### config.mk
export PLATFORM = sky130hd
export DESIGN_NAME = nebula_ras_ckpt
export DESIGN_NICKNAME = d
export VERILOG_FILES = /design/src/rtl/nebula_pkg.sv /design/src/rtl/nebula_ras_ckpt.sv
export SDC_FILE = /design/constraint.sdc
export NUM_CORES = 1
export LEC_CHECK = 0
export ABC_AREA = 1
export BUFFER_PORTS_ARGS = -buffer_cell sky130_fd_sc_hd__buf_2
export CAP_MARGIN = 20
export CORE_MARGIN = 5
export CORE_UTILIZATION = 69
export CTS_BUF_LIST = sky130_fd_sc_hd__clkbuf_4 sky130_fd_sc_hd__clkbuf_8
export DETAILED_ROUTE_END_ITERATION = 6
export GPL_TIMING_DRIVEN = 0
export PLACE_DENSITY = 0.95
export SYNTH_ARGS = -nofsm -noshare
export SYNTH_HDL_FRONTEND = slang
export SYNTH_SLANG_ARGS = --single-unit
### constraint.sdc
create_clock -name clk_i -period 38.9 [get_ports clk_i]
set_clock_uncertainty 0.15 [all_clocks]
set_input_delay 7.78 -clock clk_i [delete_from_list [all_inputs] [get_ports clk_i]]
set_output_delay 7.78 -clock clk_i [all_outputs]
set_load 0.02 [all_outputs]
### src/rtl/nebula_pkg.sv
// Shared frontend branch-predictor parameters and types.
package nebula_pkg;

    localparam int VADDR_WIDTH  = 39;
    localparam int RAS_DEPTH    = 8;
    localparam int NUM_RAS_CKPT = 4;

    localparam int RAS_PTR_W = $clog2(RAS_DEPTH);
    localparam int RAS_CNT_W = RAS_PTR_W + 1;

    // RAS checkpoint as seen by the rest of the frontend in the default
    // configuration: top-of-stack pointer, occupancy and the top entry value.
    typedef struct packed {
        logic [RAS_PTR_W-1:0]   tos;
        logic [RAS_CNT_W-1:0]   count;
        logic [VADDR_WIDTH-1:0] top;
    } ras_ckpt_t;

endpackage

### src/rtl/nebula_ras_ckpt.sv
// Circular return address stack with in-order speculative checkpoints.
// Only {tos, count, top entry} are saved per checkpoint, so entries below
// the top that were overwritten on the wrong path stay corrupted.
module nebula_ras_ckpt
    import nebula_pkg::*;
#(
    parameter int DEPTH    = RAS_DEPTH,
    parameter int ADDR_W   = VADDR_WIDTH,
    parameter int NUM_CKPT = NUM_RAS_CKPT
) (
    input  logic                        clk_i,
    input  logic                        rst_i,
    input  logic                        flush_i,
    input  logic                        push_i,
    input  logic [ADDR_W-1:0]           push_addr_i,
    input  logic                        pop_i,
    output logic [ADDR_W-1:0]           top_o,
    output logic                        top_valid_o,
    input  logic                        ckpt_alloc_i,
    output logic [$clog2(NUM_CKPT)-1:0] ckpt_id_o,
    output logic                        ckpt_full_o,
    input  logic                        restore_i,
    input  logic [$clog2(NUM_CKPT)-1:0] restore_id_i,
    input  logic                        release_i
);

    localparam int PTR_W  = $clog2(DEPTH);
    localparam int CNT_W  = PTR_W + 1;
    localparam int ID_W   = $clog2(NUM_CKPT);
    localparam int LIVE_W = ID_W + 1;

    typedef struct packed {
        logic [PTR_W-1:0]  tos;
        logic [CNT_W-1:0]  count;
        logic [ADDR_W-1:0] top;
    } ckpt_t;

    logic [ADDR_W-1:0] r_entries [DEPTH];
    logic [PTR_W-1:0]  r_tos;
    logic [CNT_W-1:0]  r_count;
    ckpt_t             r_ckpt [NUM_CKPT];
    logic [ID_W-1:0]   r_head;
    logic [ID_W-1:0]   r_tail;
    logic [LIVE_W-1:0] r_live;

    logic              w_normal;
    logic              w_alloc_ok;
    logic              w_rel_ok;
    logic              w_nonempty;
    ckpt_t             w_rst_ckpt;
    logic [PTR_W-1:0]  w_tos_nxt;
    logic [CNT_W-1:0]  w_count_nxt;
    logic              w_wr_en;
    logic [PTR_W-1:0]  w_wr_idx;
    logic [ADDR_W-1:0] w_wr_data;
    logic [ID_W-1:0]   w_head_nxt;
    logic [ID_W-1:0]   w_tail_nxt;
    logic [LIVE_W-1:0] w_live_nxt;

    assign top_o       = r_entries[r_tos];
    assign top_valid_o = (r_count != '0);
    assign ckpt_id_o   = r_tail;
    assign ckpt_full_o = (r_live == LIVE_W'(NUM_CKPT));

    assign w_normal   = !flush_i && !restore_i;
    assign w_alloc_ok = w_normal && ckpt_alloc_i && !ckpt_full_o;
    assign w_rel_ok   = w_normal && release_i && (r_live != '0);
    assign w_nonempty = (r_count != '0);
    assign w_rst_ckpt = r_ckpt[restore_id_i];

    // Next stack pointer/occupancy and the single entry write for this cycle.
    always_comb begin
        w_tos_nxt   = r_tos;
        w_count_nxt = r_count;
        w_wr_en     = 1'b0;
        w_wr_idx    = r_tos;
        w_wr_data   = push_addr_i;
        if (restore_i) begin
            w_tos_nxt   = w_rst_ckpt.tos;
            w_count_nxt = w_rst_ckpt.count;
            w_wr_en     = 1'b1;
            w_wr_idx    = w_rst_ckpt.tos;
            w_wr_data   = w_rst_ckpt.top;
        end else if (push_i && pop_i && w_nonempty) begin
            w_wr_en = 1'b1;
        end else if (push_i) begin
            w_tos_nxt = r_tos + PTR_W'(1);
            w_wr_en   = 1'b1;
            w_wr_idx  = r_tos + PTR_W'(1);
            if (r_count != CNT_W'(DEPTH)) begin
                w_count_nxt = r_count + CNT_W'(1);
            end
        end else if (pop_i && w_nonempty) begin
            w_tos_nxt   = r_tos - PTR_W'(1);
            w_count_nxt = r_count - CNT_W'(1);
        end
    end

    // Next checkpoint FIFO pointers; a restore truncates the FIFO at restore_id_i.
    always_comb begin
        w_head_nxt = r_head;
        w_tail_nxt = r_tail;
        w_live_nxt = r_live;
        if (restore_i) begin
            w_tail_nxt = restore_id_i;
            w_live_nxt = {1'b0, restore_id_i - r_head};
        end else begin
            if (w_alloc_ok) begin
                w_tail_nxt = r_tail + ID_W'(1);
            end
            if (w_rel_ok) begin
                w_head_nxt = r_head + ID_W'(1);
            end
            w_live_nxt = r_live + LIVE_W'(w_alloc_ok) - LIVE_W'(w_rel_ok);
        end
    end

    // Stack storage and pointers; flush has priority over every other update.
    always_ff @(posedge clk_i or posedge rst_i) begin
        if (rst_i) begin
            for (int i = 0; i < DEPTH; i++) r_entries[i] <= '0;
            r_tos   <= '0;
            r_count <= '0;
        end else if (flush_i) begin
            for (int i = 0; i < DEPTH; i++) r_entries[i] <= '0;
            r_tos   <= '0;
            r_count <= '0;
        end else begin
            if (w_wr_en) begin
                r_entries[w_wr_idx] <= w_wr_data;
            end
            r_tos   <= w_tos_nxt;
            r_count <= w_count_nxt;
        end
    end

    // Checkpoint FIFO: snapshot the pre-update stack state at the tail on alloc.
    always_ff @(posedge clk_i or posedge rst_i) begin
        if (rst_i) begin
            for (int i = 0; i < NUM_CKPT; i++) r_ckpt[i] <= '0;
            r_head <= '0;
            r_tail <= '0;
            r_live <= '0;
        end else if (flush_i) begin
            for (int i = 0; i < NUM_CKPT; i++) r_ckpt[i] <= '0;
            r_head <= '0;
            r_tail <= '0;
            r_live <= '0;
        end else begin
            if (w_alloc_ok) begin
                r_ckpt[r_tail] <= '{tos: r_tos, count: r_count, top: r_entries[r_tos]};
            end
            r_head <= w_head_nxt;
            r_tail <= w_tail_nxt;
            r_live <= w_live_nxt;
        end
    end

endmodule

Word-level counts from Yosys, hierarchy flattened
Cells that the tools add are included.
{ "word_totals": {"reg_bits": 510, "input_bits": 49, "elab_cells": 114} }
{ "classes": {"n_addsub": 9, "n_lt_le_gt_ge": 6, "n_eq_ne": 5, "mux": 42, "bitwise": 4, "reduce_logical": 23} }
{ "op_table": {"columns": ["cell", "n"], "rows": [
  ["two-way mux 312 bit", 2],
  ["two-way mux 184 bit", 2],
  ["bitwise mux 312 bit", 1],
  ["bitwise mux 184 bit", 1],
  ["two-way mux 39 bit", 4],
  ["two-way mux 46 bit", 3],
  ["binary-select mux 39 bit (select 3 bit)", 1],
  ["demux 39 bit (select 3 bit)", 1],
  ["binary-select mux 46 bit (select 2 bit)", 1],
  ["demux 46 bit (select 2 bit)", 1],
  ["two-way mux 3 bit", 10],
  ["two-way mux 4 bit", 6],
  ["two-way mux 2 bit", 6],
  ["logical AND 1 bit", 10],
  [">= comparator 4 bit (second input constant)", 2],
  ["inverter 3 -> 4 bit", 2],
  ["nonzero test 4 bit", 2],
  [">= comparator 3 bit (second input constant)", 2],
  ["inverter 2 -> 3 bit", 2],
  ["nonzero test 2 bit", 3],
  ["nonzero test 3 bit", 2],
  ["adder 2 x 1 -> 2 bit (second input constant)", 2],
  ["adder 4 x 1 -> 4 bit (second input constant)", 1],
  ["< comparator 4 x 1 -> 1 bit (second input constant)", 1],
  ["16 further kinds", 21]
]} }

Longest topological paths before layout
Gate-level depths: netlist of run 1.
{ "depth": {"ltp_word": 13, "depth_mapped": 20, "depth_no_buf": 14} }

Least setup slack after synthesis of run 1
Ideal clock, no wire load.
{ "synth_timing": {"path_kind": "in2reg", "start": "in restore_i", "end": "reg r_live[1]", "setup_time_ps": 129, "t_arrival_ps": 9546, "required_time_ps": 38621, "setup_slack_ps": 29076, "path_stages": 12, "n_path_buf": 2, "path_cell_list": "buf_2 > inv_2 > nand2_2 > inv_1 > buf_2 > o311a_1 > ha_1 > inv_1 > ha_1 > inv_1 > fa_1 > o22ai_1"} }
{ "synth_between": {"elab_chain_cells": 8} }
{ "synth_lines": {"columns": ["element", "line_no", "text"], "rows": [
  ["start, declared", "nebula_ras_ckpt.sv:22", "input logic restore_i,"],
  ["logical NOT 1 bit", "nebula_ras_ckpt.sv:65", "assign w_normal = !flush_i && !restore_i;"],
  ["logical AND 1 bit", "nebula_ras_ckpt.sv:65", null],
  ["logical AND 1 bit (2 in a row)", "nebula_ras_ckpt.sv:66", "assign w_alloc_ok = w_normal && ckpt_alloc_i && !ckpt_full_o;"],
  ["adder 3 x 1 -> 3 bit", "nebula_ras_ckpt.sv:114", "w_live_nxt = r_live + LIVE_W'(w_alloc_ok) - LIVE_W'(w_rel_ok);"],
  ["subtractor 3 x 1 -> 3 bit", "nebula_ras_ckpt.sv:114", null],
  ["two-way mux 3 bit *", "nebula_ras_ckpt.sv:104", "if (restore_i) begin"],
  ["two-way mux 3 bit *", "nebula_ras_ckpt.sv:144", "end else if (flush_i) begin"],
  ["end signal, assigned", "nebula_ras_ckpt.sv:155", "r_live <= w_live_nxt;"],
  ["end, declared", "nebula_ras_ckpt.sv:44", "logic [LIVE_W-1:0] r_live;"]
]} }
Mark *: on every way between the ends. The rest lies on a longest branch, timed or not.
A chain may end at the register's enable or synchronous reset.

Final worst setup path of run 1
{ "layout_timing": {"start": "reg r_tos[0]", "end": "out top_o[31]"} }
{ "layout_between": {"elab_chain_cells": 4} }
{ "layout_lines": {"columns": ["element", "line_no", "text"], "rows": [
  ["start, declared", "nebula_ras_ckpt.sv:39", "logic [PTR_W-1:0] r_tos;"],
  ["start signal, assigned", "nebula_ras_ckpt.sv:132", "r_tos <= w_tos_nxt;"],
  ["inverter 3 -> 4 bit (not written as such)", "nebula_ras_ckpt.sv:60", "assign top_o = r_entries[r_tos];"],
  ["binary-select mux 39 bit (select 3 bit)", "nebula_ras_ckpt.sv:60", null],
  ["two-way mux 39 bit (not written as such) (2 in a row)", "nebula_ras_ckpt.sv:60", null],
  ["end, declared", "nebula_ras_ckpt.sv:17", "output logic [ADDR_W-1:0] top_o,"]
]} }
Every way passes these cells. The select of a mux whose other input is x is not followed.

==> flow_summary.toml, run 1 <==
[finish]
drive_above_1_share_pct = 12.8
fill_cells = 2232
nets = 3239
fin_area_sq_um = 27000
synthToLayoutAreaGrowth_pct = 11.8
multi_input_area_sq_um = 9670
final-seq-area_sq_um = 12800
layout.cells.non_filler = 3689

[synth]
yosysTopAreaCell = "dfrtp_1"
synth_edf_count = 0
synthArstFlopShare_pct = 100
synth_common_cells = "nand2_1 (1,097), dfrtp_1 (510), o21ai_0 (324)"
synth_area_sq_um = 24200
syn-num-nets = 3062
seq_area_frac_synth_pct = 52.8
synth_flop_cell = "dfrtp_1"
ys_seq_elements = 510
synth_cell_types = 27
synth.most_common_cell = "nand2_1"
ys_warn_count = 0
syn_inst = 3000
syn_area_per_cell_sq_um = 8.06
yosys-top-cells-area = "dfrtp_1 (53%), nand2_1 (17%), o21ai_0 (6.7%)"
synth_top_area_share_pct = 52.8

[floorplan]
core_area_sq_um = 34500
rows = 68
ios = 92
initial_core_util_pct = 70.0
die_area_sq_um = 38900
die_w_um = 197
dieHeight_um = 197

[clock_network]
cts_post_setup_buffers_inserted = 0
clk_path_buf_depth = 3
cts-root-buf = "clkbuf_8"
htree_levels = 3
clock_latency_ns = 0.64
cts.clk_slew.worst_paths_ns = 0.06
cts_buffers = 81
ctsResizeCount = 0
clock_sinks = 510
cts_tree = "built"
cts_hold_buf = 0

[route]
vias = 24300
postRouteAntennaNets = 0
avgViaCountPerCell = 6.58
first_iter_violations = 4202
wire_per_inst_um = 22.1
firstDrtPassIters = 7
drc_errors = 14
routed_wl_mm = 81.6

[setup_path]
r2r_end = "r_entries[123]$_DFFE_PP0P_"
arrival_ns = 3.41
crit_family = "buffers and inverters"
path_buf_inv = 6
critical_path.max_fanout = 10
cp_data_required_time_ns = 30.97
worstSetupPathType = "register to primary output"
reg2reg_depth = 19
slowest_delay_ns = 0.64
cpMostUsedCell = "buf_2"
cp_cell_sequence = "buf_2 > buf_4 > buf_2 > clkbuf_1 > nor2_1 > o221ai_1 > nand2_1 > inv_1 > buf_2"
r2r_setup_slack_ns = 35.24
reg2reg_from = "r_tos[0]$_DFFE_PP0P_"
crit_slowest_cell = "clkbuf_1"
worst_setup_path_start_kind = "register"
end_kind = "primary output"

[sta]
layout_setup_ws_ns = 27.56
rsz0062_at_grt = "no"
tns_ns = 0
tightest_slew_ns = 0.949
slew_headroom_pct = 36.7
min_period_over_period_pct = 29.2
finalSetupViolations = 0
slew_viol_final = 0
hold_violations = 0
layout_min_cycle_time_ns = 11.34
clock.fmax_mhz = 88.2

[placed_design]
hpwl_mm = 55.3
io_buffers = 90
placedCellCount = 3549
placed_cell_area_sq_um = 25300
gp_congestion = 0.982
dpl_worst_slack_ns = 28.36

[pwr]
p_leak_nw = 14.0
p_total_mw = 1.32
vdd_drop_max_mv = 0.0290
power_density_nw_per_um2 = 49.0

[worst_hold_path]
holdPathEnd = "r_entries[221]$_DFFE_PP0P_"
min_path_type = "register to register"
hold_depth = 2
hold_start = "r_entries[221]$_DFFE_PP0P_"

[status]
outcome = "complete, but fails checks"
violations = "design-rule violations"

[flow_run]
drv_cap = 0

[grt]
grt_pass1_vias = 23800
grtUsageTotal_pct = 41.4
grt_overflow = 0
grt_first_pass_wirelength_mm = 127
antenna_found_initial = 1
grt_max_degree = 137
[how the worst max path moves through the flow]
stage	from	to	slack [ns]	cells after the start
final	r_tos[0]$_DFFE_PP0P_	top_o[31]	27.56	9
after global routing	r_tos[0]$_DFFE_PP0P_	top_o[3]	27.50	10
after CTS	r_tos[0]$_DFFE_PP0P_	top_o[31]	27.71	9
after detailed placement	r_tos[0]$_DFFE_PP0P_	top_o[31]	28.36	9
after global placement	rst_i	r_ckpt[67]$_DFFE_PP0P_	12.16	2
after floorplan	rst_i	ckpt_id_o[0]$_DFFE_PP0P_	16.73	1
[routing by layer]
metal  routed length, um  vias up  part of all wire [%]  global-route usage (%)
met5                   0        -                     0                       0
met4                5060        0                   6.2                    22.8
met3               12100      532                    15                    13.3
met2               36700     2289                    45                    63.5
met1               27700    11300                    34                    52.7
li1                    -    10200                     -                       -
[sequential cells by signal, indices dropped and copies added, names as in the netlist]
signal and flops:
r_entries 312, r_head 2, r_count 4, r_ckpt 184
ckpt_id_o 2, r_tos 3, r_live 3
[cell families after synthesis]
| logic type | Yosys count | synth area share, % |
|---|---|---|
| AO/OA/AOI/OAI | 658 | 16.0 |
| AND/OR/NAND/NOR | 1424 | 22.9 |
| XOR/XNOR | 8 | 0.290 |
| adder cells (fa/ha/maj) | 13 | 0.735 |
| buffers and inverters | 387 | 7.24 |
| flip-flops | 510 | 52.8 |
[cell type report]
cell class	count	share of cell area, %
well taps	455	2.11
inverters	170	2.39
plain buffers	217	4.12
clock buffers	131	6.00
flip-flops and latches	510	47.2
repair buffers	94	2.07
diodes	1	0.00925
clock inverters	8	0.352
multi-input cells	2103	35.8
[where the power goes]
group | leakage (nW) | switching [mW] | internal [mW]
Clock | 0.911 | 0.218 | 0.275
Combinational | 6.06 | 0.197 | 0.0658
Sequential | 7.06 | 0.0140 | 0.554
Total | 14.0 | 0.429 | 0.895
[worst register-to-register path, stage by stage (launching register included)]
cell     delay (ns)
dfrtp_1        0.38
buf_2          0.21
buf_4          0.23
inv_2          0.10
buf_2          0.32
buf_2          0.36
ha_1           0.31
nand2_1        0.07
o21ai_0        0.08
nand2_1        0.07
nand2_1        0.04
nand2_1        0.05
nand2_1        0.19
inv_2          0.14
nand3_1        0.11
inv_1          0.14
buf_4          0.26
buf_4          0.23
nand2_1        0.07
nand2_1        0.09
[placed cells by master (no fill, tap or decap), types with 72 or more instances in the layout]
master,netlist,final
a21oi_1,93,93
nor2_1,172,172
nand3_1,147,147
o21ai_0,324,324
nand2_1,1097,1097
o22ai_1,101,101
inv_1,162,161
buf_2,89,179
clkbuf_1,72,72
dfrtp_1,510,510
o221ai_1,78,78
clkbuf_8,0,102
[stage by stage]
step / util, % / hold WS (ns)
finish: 78.3 / 0.319
global route: 78.3 / 0.329
CTS: 78.3 / 0.317
detailed placement: 73.3 / 0.303
global placement: 73.0 / 0.297
floorplan: - / 0.287
Power figures use the tool's default switching activity.
==> run 2: changes to the inputs <==
--- a/config.mk
+++ b/config.mk
@@ -9,11 +9,11 @@
 export BUFFER_PORTS_ARGS = -buffer_cell sky130_fd_sc_hd__buf_2
 export CAP_MARGIN = 20
 export CORE_MARGIN = 5
-export CORE_UTILIZATION = 69
+export CORE_UTILIZATION = 58
 export CTS_BUF_LIST = sky130_fd_sc_hd__clkbuf_4 sky130_fd_sc_hd__clkbuf_8
 export DETAILED_ROUTE_END_ITERATION = 6
 export GPL_TIMING_DRIVEN = 0
-export PLACE_DENSITY = 0.95
+export PLACE_DENSITY = 0.88
 export SYNTH_ARGS = -nofsm -noshare
 export SYNTH_HDL_FRONTEND = slang
 export SYNTH_SLANG_ARGS = --single-unit
==> constraint.sdc (replaced) <==
create_clock -name clk_i -period 9.8 [get_ports clk_i]
set_clock_uncertainty 0.15 [all_clocks]
set_input_delay 1.96 -clock clk_i [delete_from_list [all_inputs] [get_ports clk_i]]
set_output_delay 1.96 -clock clk_i [all_outputs]
set_load 0.02 [all_outputs]
==> run 2 against run 1 <==
  * Sequential power grew to 4.0 times the previous value
  * Setup slack worse by 23 ns
  * First-iteration DRC count is 16% lower
  * Sequential cell count unchanged
  * Critical path depth is the same
  * Highest routed layer is now met5
  * Non-clock buffer count increased by 9
  * Sequential share of layout area decreased by 0.30 points
  * Design area grew 0.64%
  * Count of clock-buffer cells in the layout is 4 lower
  * Power increased to 3.9 times the previous value
  * The flow still finishes with violations (design-rule violations)
  * Global-route usage is 6.6 points lower
  * Combinational power increased to 3.9 times the previous value
==> flow_summary.toml, run 2 (same netlist as run 1, synthesis figures left out) <==
[status]
outcome = "complete, but fails checks"
violations = "design-rule violations"

[worst_hold_path]
hold_start = "r_entries[212]$_DFFE_PP0P_"
min_path_type = "register to register"

[finish]
drive_above_1_share_pct = 13.0
largest_register_ffs = 312
antenna_cells = 0
nets = 3247
synthToLayoutAreaGrowth_pct = 12.5
final_common_cell = "nand2_1"
top_register = "r_entries"
largestRegisters = "r_entries: 312 flops, r_ckpt: 184 flops, r_count: 4 flops"
final_core_util_pct = 66.4
layout.cells.non_filler = 3772
mostFrequentLayoutCells = "nand2_1 (1,097), dfrtp_1 (510), o21ai_0 (324)"

[sta]
slew_viol_final = 0
rsz0062_at_grt = "no"
layout_min_cycle_time_ns = 5.73
tns_ns = 0
tightest_slew_ns = 0.930
min_period_over_period_pct = 58.5
hold_ws_ns = 0.318
clock.fmax_mhz = 175
finalSetupViolations = 0
slew_headroom_pct = 38.0
hold_violations = 0

[setup_path]
worst_setup_path_start_kind = "register"
worstSetupPathType = "register to primary output"
critPathLaunch = "r_tos[0]$_DFFE_PP0P_"
crit_family = "buffers and inverters"
reg2reg_depth = 19
end_kind = "primary output"
cp_data_required_time_ns = 7.69
r2r_end = "r_entries[119]$_DFFE_PP0P_"
endpoint = "top_o[0]"
reg2reg_from = "r_tos[0]$_DFFE_PP0P_"
slowest_delay_ns = 0.73
critical_path.max_fanout = 10
r2r_setup_slack_ns = 5.98
path_buf_inv = 6
cpMostUsedCell = "buf_2"
cp_cell_sequence = "buf_2 > buf_4 > buf_2 > clkbuf_1 > nor2_1 > o221ai_1 > nand2_1 > inv_1 > buf_2"
cp.depth = 9
crit_slowest_cell = "clkbuf_1"
arrival_ns = 3.62

[floorplan]
die_area_sq_um = 45900
dieHeight_um = 214
core_area_sq_um = 41000
die_w_um = 214
initial_core_util_pct = 59.0
rows = 74
ios = 92

[grt]
grt_overflow = 0
grtUsageTotal_pct = 34.8
grt_pass1_vias = 23300
grt_first_pass_wirelength_mm = 127
antenna_found_initial = 1
grt_max_degree = 45

[flow_run]
drv_cap = 0

[clock_network]
cts_tree = "built"
clock_latency_ns = 0.66
ctsResizeCount = 0
htree_levels = 3
cts.clk_slew.worst_paths_ns = 0.07
cts_hold_buf = 0
cts-root-buf = "clkbuf_8"
clock_sinks = 510
cts_post_setup_buffers_inserted = 0
clk_path_buf_depth = 3
cts_buffers = 80

[route]
first_iter_violations = 3541
avgViaCountPerCell = 6.26
routed_wl_mm = 83.0
wire_per_inst_um = 22.0
firstDrtPassIters = 7
vias = 23600
drc_errors = 1
postRouteAntennaNets = 0

[pwr]
vdd_drop_max_mv = 0.0841
p_total_mw = 5.18
p_leak_nw = 14.1
power_density_nw_per_um2 = 190

[placed_design]
gp_congestion = 0.967
placedCellCount = 3635
io_buffers = 90
hpwl_mm = 58.1
[run 2: changes by cell type in the layout (fill, tap and decap cells not counted)]
cell | before | now
clkbuf_4 | 29 | 25
diode_2 | 1 | 0
buf_16 | 4 | 0
bufinv_16 | 2 | 0
buf_12 | 0 | 13
clkinv_2 | 4 | 7
clkinvlp_4 | 2 | 4
inv_8 | 1 | 0
[run 2: per-stage QoR]
stage / area (sq um) / worst slack (ns)
floorplan: 24200 / 0.766
global placement: 25300 / -1.74
detailed placement: 25600 / 4.96
CTS: 27200 / 4.27
global route: 27200 / 4.10
finish: 27200 / 4.07
[run 2: worst min-delay path by stage]
stage / to / slack (ns) / depth (start not counted)
after floorplan: r_entries[195]$_DFFE_PP0P_ / 0.29 / 2
after global placement: r_entries[73]$_DFFE_PP0P_ / 0.30 / 2
after detailed placement: r_entries[112]$_DFFE_PP0P_ / 0.30 / 2
after CTS: r_entries[212]$_DFFE_PP0P_ / 0.32 / 2
after global routing: r_entries[224]$_DFFE_PP0P_ / 0.32 / 2
final: r_entries[212]$_DFFE_PP0P_ / 0.32 / 2
[run 2: report_power, final]
part	internal, mW	switching [mW]	leakage, nW
combinational	0.267	0.767	6.13
clock	1.02	0.864	0.876
sequential	2.20	0.0560	7.06
[run 2: worst min-delay path, stage by stage, from the launching register on]
cell	delay, ns
dfrtp_1	0.34
nand2_1	0.05
nand2_1	0.05
[run 2: routing by layer]
metal | vias up | GRT usage, % | wire length (um)
met4 | 2 | 19.3 | 4730
li1 | 10200 | - | -
met1 | 11200 | 45.1 | 30100
met3 | 375 | 11.0 | 11700
met5 | - | 0 | 20
met2 | 1885 | 52.5 | 36500
[run 2: area by class of cell]
| type | instances | area (sq um) |
|---|---|---|
| multi-input cells | 2103 | 9670 |
| repair buffers | 103 | 711 |
| plain buffers | 217 | 1110 |
| fillers | 3174 | 13800 |
| clock buffers | 127 | 1590 |
| clock inverters | 10 | 57.6 |
| inverters | 170 | 642 |
| flip-flops and latches | 510 | 12800 |
| well taps | 532 | 666 |
